[config.mk]
export PLATFORM = sky130hd
export DESIGN_NAME = reg_file_param
export DESIGN_NICKNAME = d
export VERILOG_FILES = /design/src/rtl/reg_file_param.sv
export SDC_FILE = /design/constraint.sdc
export NUM_CORES = 1
export LEC_CHECK = 0
export ABC_AREA = 0
export BUFFER_PORTS_ARGS = -buffer_cell sky130_fd_sc_hd__buf_2
export CORE_MARGIN = 1
export CORE_UTILIZATION = 30
export CTS_CLUSTER_DIAMETER = 40
export DETAILED_ROUTE_END_ITERATION = 12
export PLACE_DENSITY = 0.42
export RECOVER_POWER = 50
export SKIP_LAST_GASP = 1
export SYNTH_ARGS = -nofsm -noshare
export SYNTH_HDL_FRONTEND = slang
export SYNTH_SLANG_ARGS = --single-unit
[constraint.sdc]
create_clock -name clk -period 2.6 [get_ports clk]
set_input_delay 0.52 -clock clk [delete_from_list [all_inputs] [get_ports clk]]
set_output_delay 0.52 -clock clk [all_outputs]
set_load 0.005 [all_outputs]
[src/rtl/reg_file_param.sv]
`timescale 1ns/1ps
// -----------------------------------------------------------------------------
// reg_file_param
// Two-read / one-write register file with a self-clearing init sequence.
// After every reset the array is walked once, zeroing one entry per cycle,
// before normal writes are accepted.
//
// Optional build macro: REGFILE_BYPASS_EN
//   defined   -> an accepted write is forwarded to a read port addressing the
//                same entry in the same cycle
//   undefined -> same-cycle reads return the stored (old) value
//
// Parameters
//   DATA_W   register width in bits
//   ADDR_W   address width, DEPTH = 2**ADDR_W entries
//   ZERO_REG 1 makes entry 0 read-only constant zero
//
// Ports
//   clk        rising-edge clock
//   rst_n      synchronous active-low reset
//   rd_addr1/2 read addresses, rd_data1/2 combinational read data
//   wr_en, wr_addr, wr_data  write request, sampled on rising clk
//   init_busy  high while the post-reset clear sequence runs
//   wr_drop    one-cycle pulse: the previous cycle's write was discarded
// -----------------------------------------------------------------------------
module reg_file_param #(
   parameter int DATA_W   = 16,
   parameter int ADDR_W   = 4,
   parameter int ZERO_REG = 0
) (
   input  logic              clk,
   input  logic              rst_n,
   input  logic [ADDR_W-1:0] rd_addr1,
   input  logic [ADDR_W-1:0] rd_addr2,
   output logic [DATA_W-1:0] rd_data1,
   output logic [DATA_W-1:0] rd_data2,
   input  logic              wr_en,
   input  logic [ADDR_W-1:0] wr_addr,
   input  logic [DATA_W-1:0] wr_data,
   output logic              init_busy,
   output logic              wr_drop
);

   localparam int DEPTH = 2**ADDR_W;

   typedef enum logic {
      CLEAR = 1'b0,
      READY = 1'b1
   } state_e;

   state_e            state_q, state_d;
   logic [ADDR_W-1:0] clr_cnt_q, clr_cnt_d;
   logic              init_busy_q, init_busy_d;
   logic              wr_drop_q, wr_drop_d;
   logic [DATA_W-1:0] mem_q [DEPTH];

   logic              mem_we;
   logic [ADDR_W-1:0] mem_waddr;
   logic [DATA_W-1:0] mem_wdata;
   logic              wr_zero_hit;
   logic              wr_accept;

   // -------------------------------------------------------------------------
   // Next-state and array write-port selection
   // -------------------------------------------------------------------------
   // NOTE: every signal gets a default before the case so no path leaves it
   // unassigned, which would otherwise infer a latch.
   always_comb begin
      wr_zero_hit = (ZERO_REG != 0) && (wr_addr == '0);
      wr_accept   = (state_q == READY) && wr_en && !wr_zero_hit;

      state_d     = state_q;
      clr_cnt_d   = clr_cnt_q;
      init_busy_d = init_busy_q;
      wr_drop_d   = 1'b0;
      mem_we      = 1'b0;
      mem_waddr   = wr_addr;
      mem_wdata   = wr_data;

      case (state_q)
         CLEAR: begin
            // The clear sequence owns the write port; user writes are dropped.
            mem_we    = 1'b1;
            mem_waddr = clr_cnt_q;
            mem_wdata = '0;
            clr_cnt_d = clr_cnt_q + ADDR_W'(1);
            wr_drop_d = wr_en;
            // All-ones counter means this cycle clears the last entry.
            if (&clr_cnt_q) begin
               state_d     = READY;
               init_busy_d = 1'b0;
            end
         end
         READY: begin
            mem_we    = wr_accept;
            wr_drop_d = wr_en && wr_zero_hit;
         end
         default: ;
      endcase
   end

   // -------------------------------------------------------------------------
   // Control registers
   // -------------------------------------------------------------------------
   // NOTE: sequential state uses non-blocking assignments so every flop
   // samples values from before the edge, independent of block ordering.
   always_ff @(posedge clk) begin
      if (!rst_n) begin
         state_q     <= CLEAR;
         clr_cnt_q   <= '0;
         init_busy_q <= 1'b1;
         wr_drop_q   <= 1'b0;
      end else begin
         state_q     <= state_d;
         clr_cnt_q   <= clr_cnt_d;
         init_busy_q <= init_busy_d;
         wr_drop_q   <= wr_drop_d;
      end
   end

   // -------------------------------------------------------------------------
   // Storage array
   // -------------------------------------------------------------------------
   // NOTE: the array has no reset branch; the clear sequence zeroes it one
   // entry per cycle, which keeps it mappable onto plain RAM/flops without a
   // wide reset fan-out. Writes are simply blocked while rst_n is low.
   always_ff @(posedge clk) begin
      if (rst_n && mem_we) begin
         mem_q[mem_waddr] <= mem_wdata;
      end
   end

   // -------------------------------------------------------------------------
   // Read ports
   // -------------------------------------------------------------------------
   always_comb begin
      if (state_q == CLEAR) begin
         rd_data1 = '0;
      end else if ((ZERO_REG != 0) && (rd_addr1 == '0)) begin
         rd_data1 = '0;
`ifdef REGFILE_BYPASS_EN
      end else if (rst_n && wr_accept && (rd_addr1 == wr_addr)) begin
         rd_data1 = wr_data;
`endif
      end else begin
         rd_data1 = mem_q[rd_addr1];
      end
   end

   always_comb begin
      if (state_q == CLEAR) begin
         rd_data2 = '0;
      end else if ((ZERO_REG != 0) && (rd_addr2 == '0)) begin
         rd_data2 = '0;
`ifdef REGFILE_BYPASS_EN
      end else if (rst_n && wr_accept && (rd_addr2 == wr_addr)) begin
         rd_data2 = wr_data;
`endif
      end else begin
         rd_data2 = mem_q[rd_addr2];
      end
   end

   assign init_busy = init_busy_q;
   assign wr_drop   = wr_drop_q;

endmodule

==> results.sh <==
export IMPL_slowest_delay_ns=0.50
export IMPL_outcome="complete, no violations"
export IMPL_rows=75
export IMPL_synth_seq_cells=263
export IMPL_grt_busiest_layer="met2"
export IMPL_synth_area_mux_share_pct=22.6
export IMPL_core_mm2=0.0419
export IMPL_final_util_pct=38.3
export IMPL_die_w_um=208
export IMPL_grtUsageTotal_pct=18.9
export IMPL_gp_congestion=0.785
export IMPL_holdWs_ns=0.204
export IMPL_avgViaCountPerCell=5.18
export IMPL_die_h_um=208
export IMPL_stdcell_count=1537
export IMPL_leakagePower_nw=6.06
export IMPL_fmax_ghz=0.394
export IMPL_syn_nets=837
export IMPL_use_met3_pct=2.81
export IMPL_finClkSkew_ns=0.0227
export IMPL_io_buffer_count=64
export IMPL_grt_max_degree=27
export IMPL_cts_hold_buf=0
export IMPL_power_frac_comb_pct=6.8
export IMPL_gr_total_overflow=0
export IMPL_grt_util_met2_pct=30.4
export IMPL_switching_share_pct=22.8
export IMPL_detailedPlace_worstSlack_ns=-0.126
export IMPL_fin_crit_ns=2.54
export IMPL_synth_top_family_by_area="multiplexers"
export IMPL_cts_tree="yes"
export IMPL_grt_setup_unrepaired="yes"
export IMPL_cp_end_kind="primary output"
export IMPL_power_switching_mw=2.60
export IMPL_dieArea_mm2=0.0432
export IMPL_hp_start="wr_en"
export IMPL_grt_pass1_vias=8091
export IMPL_crit_slowest_cell="mux4_2"
export IMPL_pin_count=65
export IMPL_vias=7968
export IMPL_clk_latency_ns=0.58
export IMPL_cts_buffers=45
export IMPL_fin_ws_ns=0.0605
export IMPL_finalSetupTns_ns=0
export IMPL_synth_compound_area_share_pct=6.97
export IMPL_synth_warnings=0
export IMPL_floorplan_initialDensity_pct=30.4
export IMPL_min_period_over_period_pct=97.7
export IMPL_synth_simple_area_share_pct=5.02
export IMPL_cp_arrival_ns=2.02
export IMPL_syn_area_per_cell_um2=15.8
export IMPL_power_mw=11.4
export IMPL_critPathLaunch="rd_addr2[0]"
export IMPL_p_int_mw=8.80
export IMPL_cts_clk_slew_worst_paths_ns=0.05
export IMPL_drive_gt1_share_pct=32.7
export IMPL_synth_adder_area_share_pct=0.0984
export IMPL_synth_distinct_cells=36
export IMPL_cts_root_buf="clkbuf_16"
export IMPL_power_frac_clock_pct=52.2
export IMPL_place_area_mm2=0.0144
export IMPL_firstDrtPassIters=5
export IMPL_yosysSeqAreaShare_pct=61.5
export IMPL_path_max_fanout=13
export IMPL_startpoint_type="input port"
export IMPL_final_area_mm2=0.0160
export IMPL_drt_initial_drc_count=609
export IMPL_setup_viol=0
export IMPL_antenna_left=0
export IMPL_seqPwrFrac_pct=41.0
export IMPL_crit_path_cell_trace="buf_6 -> buf_8 -> buf_4 -> mux4_2 -> o21ai_1 -> o21ai_0 -> buf_2"
export IMPL_hold_viol_final=0
export IMPL_hold_path_class="in2reg"
export IMPL_wl_per_cell_um=26.5
export IMPL_synthXorXnorAreaFrac_pct=0.138
export IMPL_antenna_found_initial=0
export IMPL_syn_inst=805
export IMPL_totalWireLength_um=40700
export IMPL_drcViolationCount=0
export IMPL_cts_sinks=263
export IMPL_cp_required_ns=2.08
export IMPL_area_delta_synth_final_pct=25.9
export IMPL_grt_use_met1_pct=26.3
export IMPL_dp_hpwl_um=27200
export IMPL_grt_pass1_wl_um=58000
export IMPL_drv_slew=0
export IMPL_synth_area_mm2=0.0127
export IMPL_maxCapViolCount=0
export IMPL_r2r_start="state_q"
export IMPL_power_density_mw_per_mm2=712
export IMPL_worst_slew_pin_slew_ns=1.03
export IMPL_cts_max_level=2
export IMPL_clock_path_buffers=3
export IMPL_relSlewSlack_pct=31.1
export IMPL_dpl_cell_count=1452
export IMPL_crit_type="in2out"
export IMPL_vdd_drop_max_v=0.000453
export IMPL_final_nets=995
## worst max-delay path, delay by kind of cell
| family | cells | cell delay [ns] |
|---|---|---|
| mux | 1 | 0.50 |
| compound gates | 2 | 0.23 |
| buf+inv | 4 | 0.74 |
## final timing paths
check           endpoint  slack, ns  cells after the start
min              wr_drop       0.20                      3
max reg2reg  mem_q[5][5]       0.54                      5
min reg2reg    init_busy       0.45                      2
max          rd_data2[1]       0.06                      7
## final cells by class
| class | count | area [um2] |
|---|---|---|
| Fill cell | 3905 | 25800 |
| Sequential cell | 263 | 7830 |
| Multi-Input combinational cell | 476 | 4550 |
| Timing Repair Buffer | 174 | 1420 |
| Clock buffer | 48 | 1140 |
| Tap cell | 539 | 674 |
| Clock inverter | 33 | 383 |
| Inverter | 3 | 11.3 |
| Antenna cell | 1 | 2.50 |
## cell usage after synthesis
cell,count,area (um2)
o21a_1,1,7.51
nand3_1,24,120
xnor2_1,2,17.5
buf_6,13,146
and2_1,22,138
inv_1,3,11.3
nand2b_1,15,93.8
buf_8,3,45.0
mux2i_1,160,1600
and3b_1,1,8.76
mux4_1,16,420
buf_2,13,65.1
a21oi_1,8,40.0
buf_12,3,60.1
nor2b_1,10,62.6
nand2_1,33,124
a32oi_1,1,8.76
edfxtp_1,256,7690
clkbuf_1,22,82.6
o21ai_1,18,90.1
nor2_1,21,78.8
dfxtp_1,7,140
a31oi_1,2,12.5
mux4_2,38,856
clkbuf_4,2,15.0
a22oi_1,61,458
a221oi_1,11,96.3
nand3b_1,1,7.51
ha_1,1,12.5
o32a_1,1,10.0
buf_1,5,18.8
a211oi_1,5,37.5
nor3_1,1,5.00
o21ai_0,19,95.1
buf_4,2,15.0
o211ai_1,4,30.0
## placed cells by master (no fill, tap or decap), types with 13 or more instances in the layout
cell type,netlist,final
a22oi_1,61,60
and2_0,0,18
buf_12,3,19
buf_2,13,62
buf_4,2,86
clkbuf_16,0,46
edfxtp_1,256,256
mux2i_1,160,156
mux4_2,38,42
nand2_1,33,32
nand3_1,24,23
nor2_2,0,15
o21ai_0,19,13
o21ai_1,18,21
## power groups by stage
stage	Sequential, mW	Clock [mW]	Combinational [mW]
after floorplan	4.75	0	0.458
after global placement	4.76	0	0.748
after detailed placement	4.76	0	0.748
after CTS	4.67	6.07	0.761
after global routing	4.68	6.22	0.822
final	4.68	5.95	0.775
## metal layers
metal	wire, um	up-vias
li1	-	3575
met1	19100	4146
met2	19200	198
met3	1690	49
met4	773	0
met5	0	-
## registers in the layout, summed over array words and instances, names as in the netlist
name / flops
mem_q: 256
clr_cnt_q: 4
init_busy: 1
state_q: 1
wr_drop: 1
## what timing repair did
action	CTS	global route
endpoints found under the hold margin	0	0
resized for setup	17	21
pin swaps	0	1
setup endpoints to repair	14	17
gates cloned	0	1
buffers inserted	4	0
## cell families (layout without fill, tap and decap cells)
family / after synthesis / in the layout
buf+inv: 66 / 258
fa+ha+maj: 1 / 1
mux: 214 / 214
flops: 263 / 263
xor+xnor: 2 / 2
compound gates: 131 / 131
simple gates: 128 / 128
other cells: 0 / 1
Power figures use the tool's default switching activity.
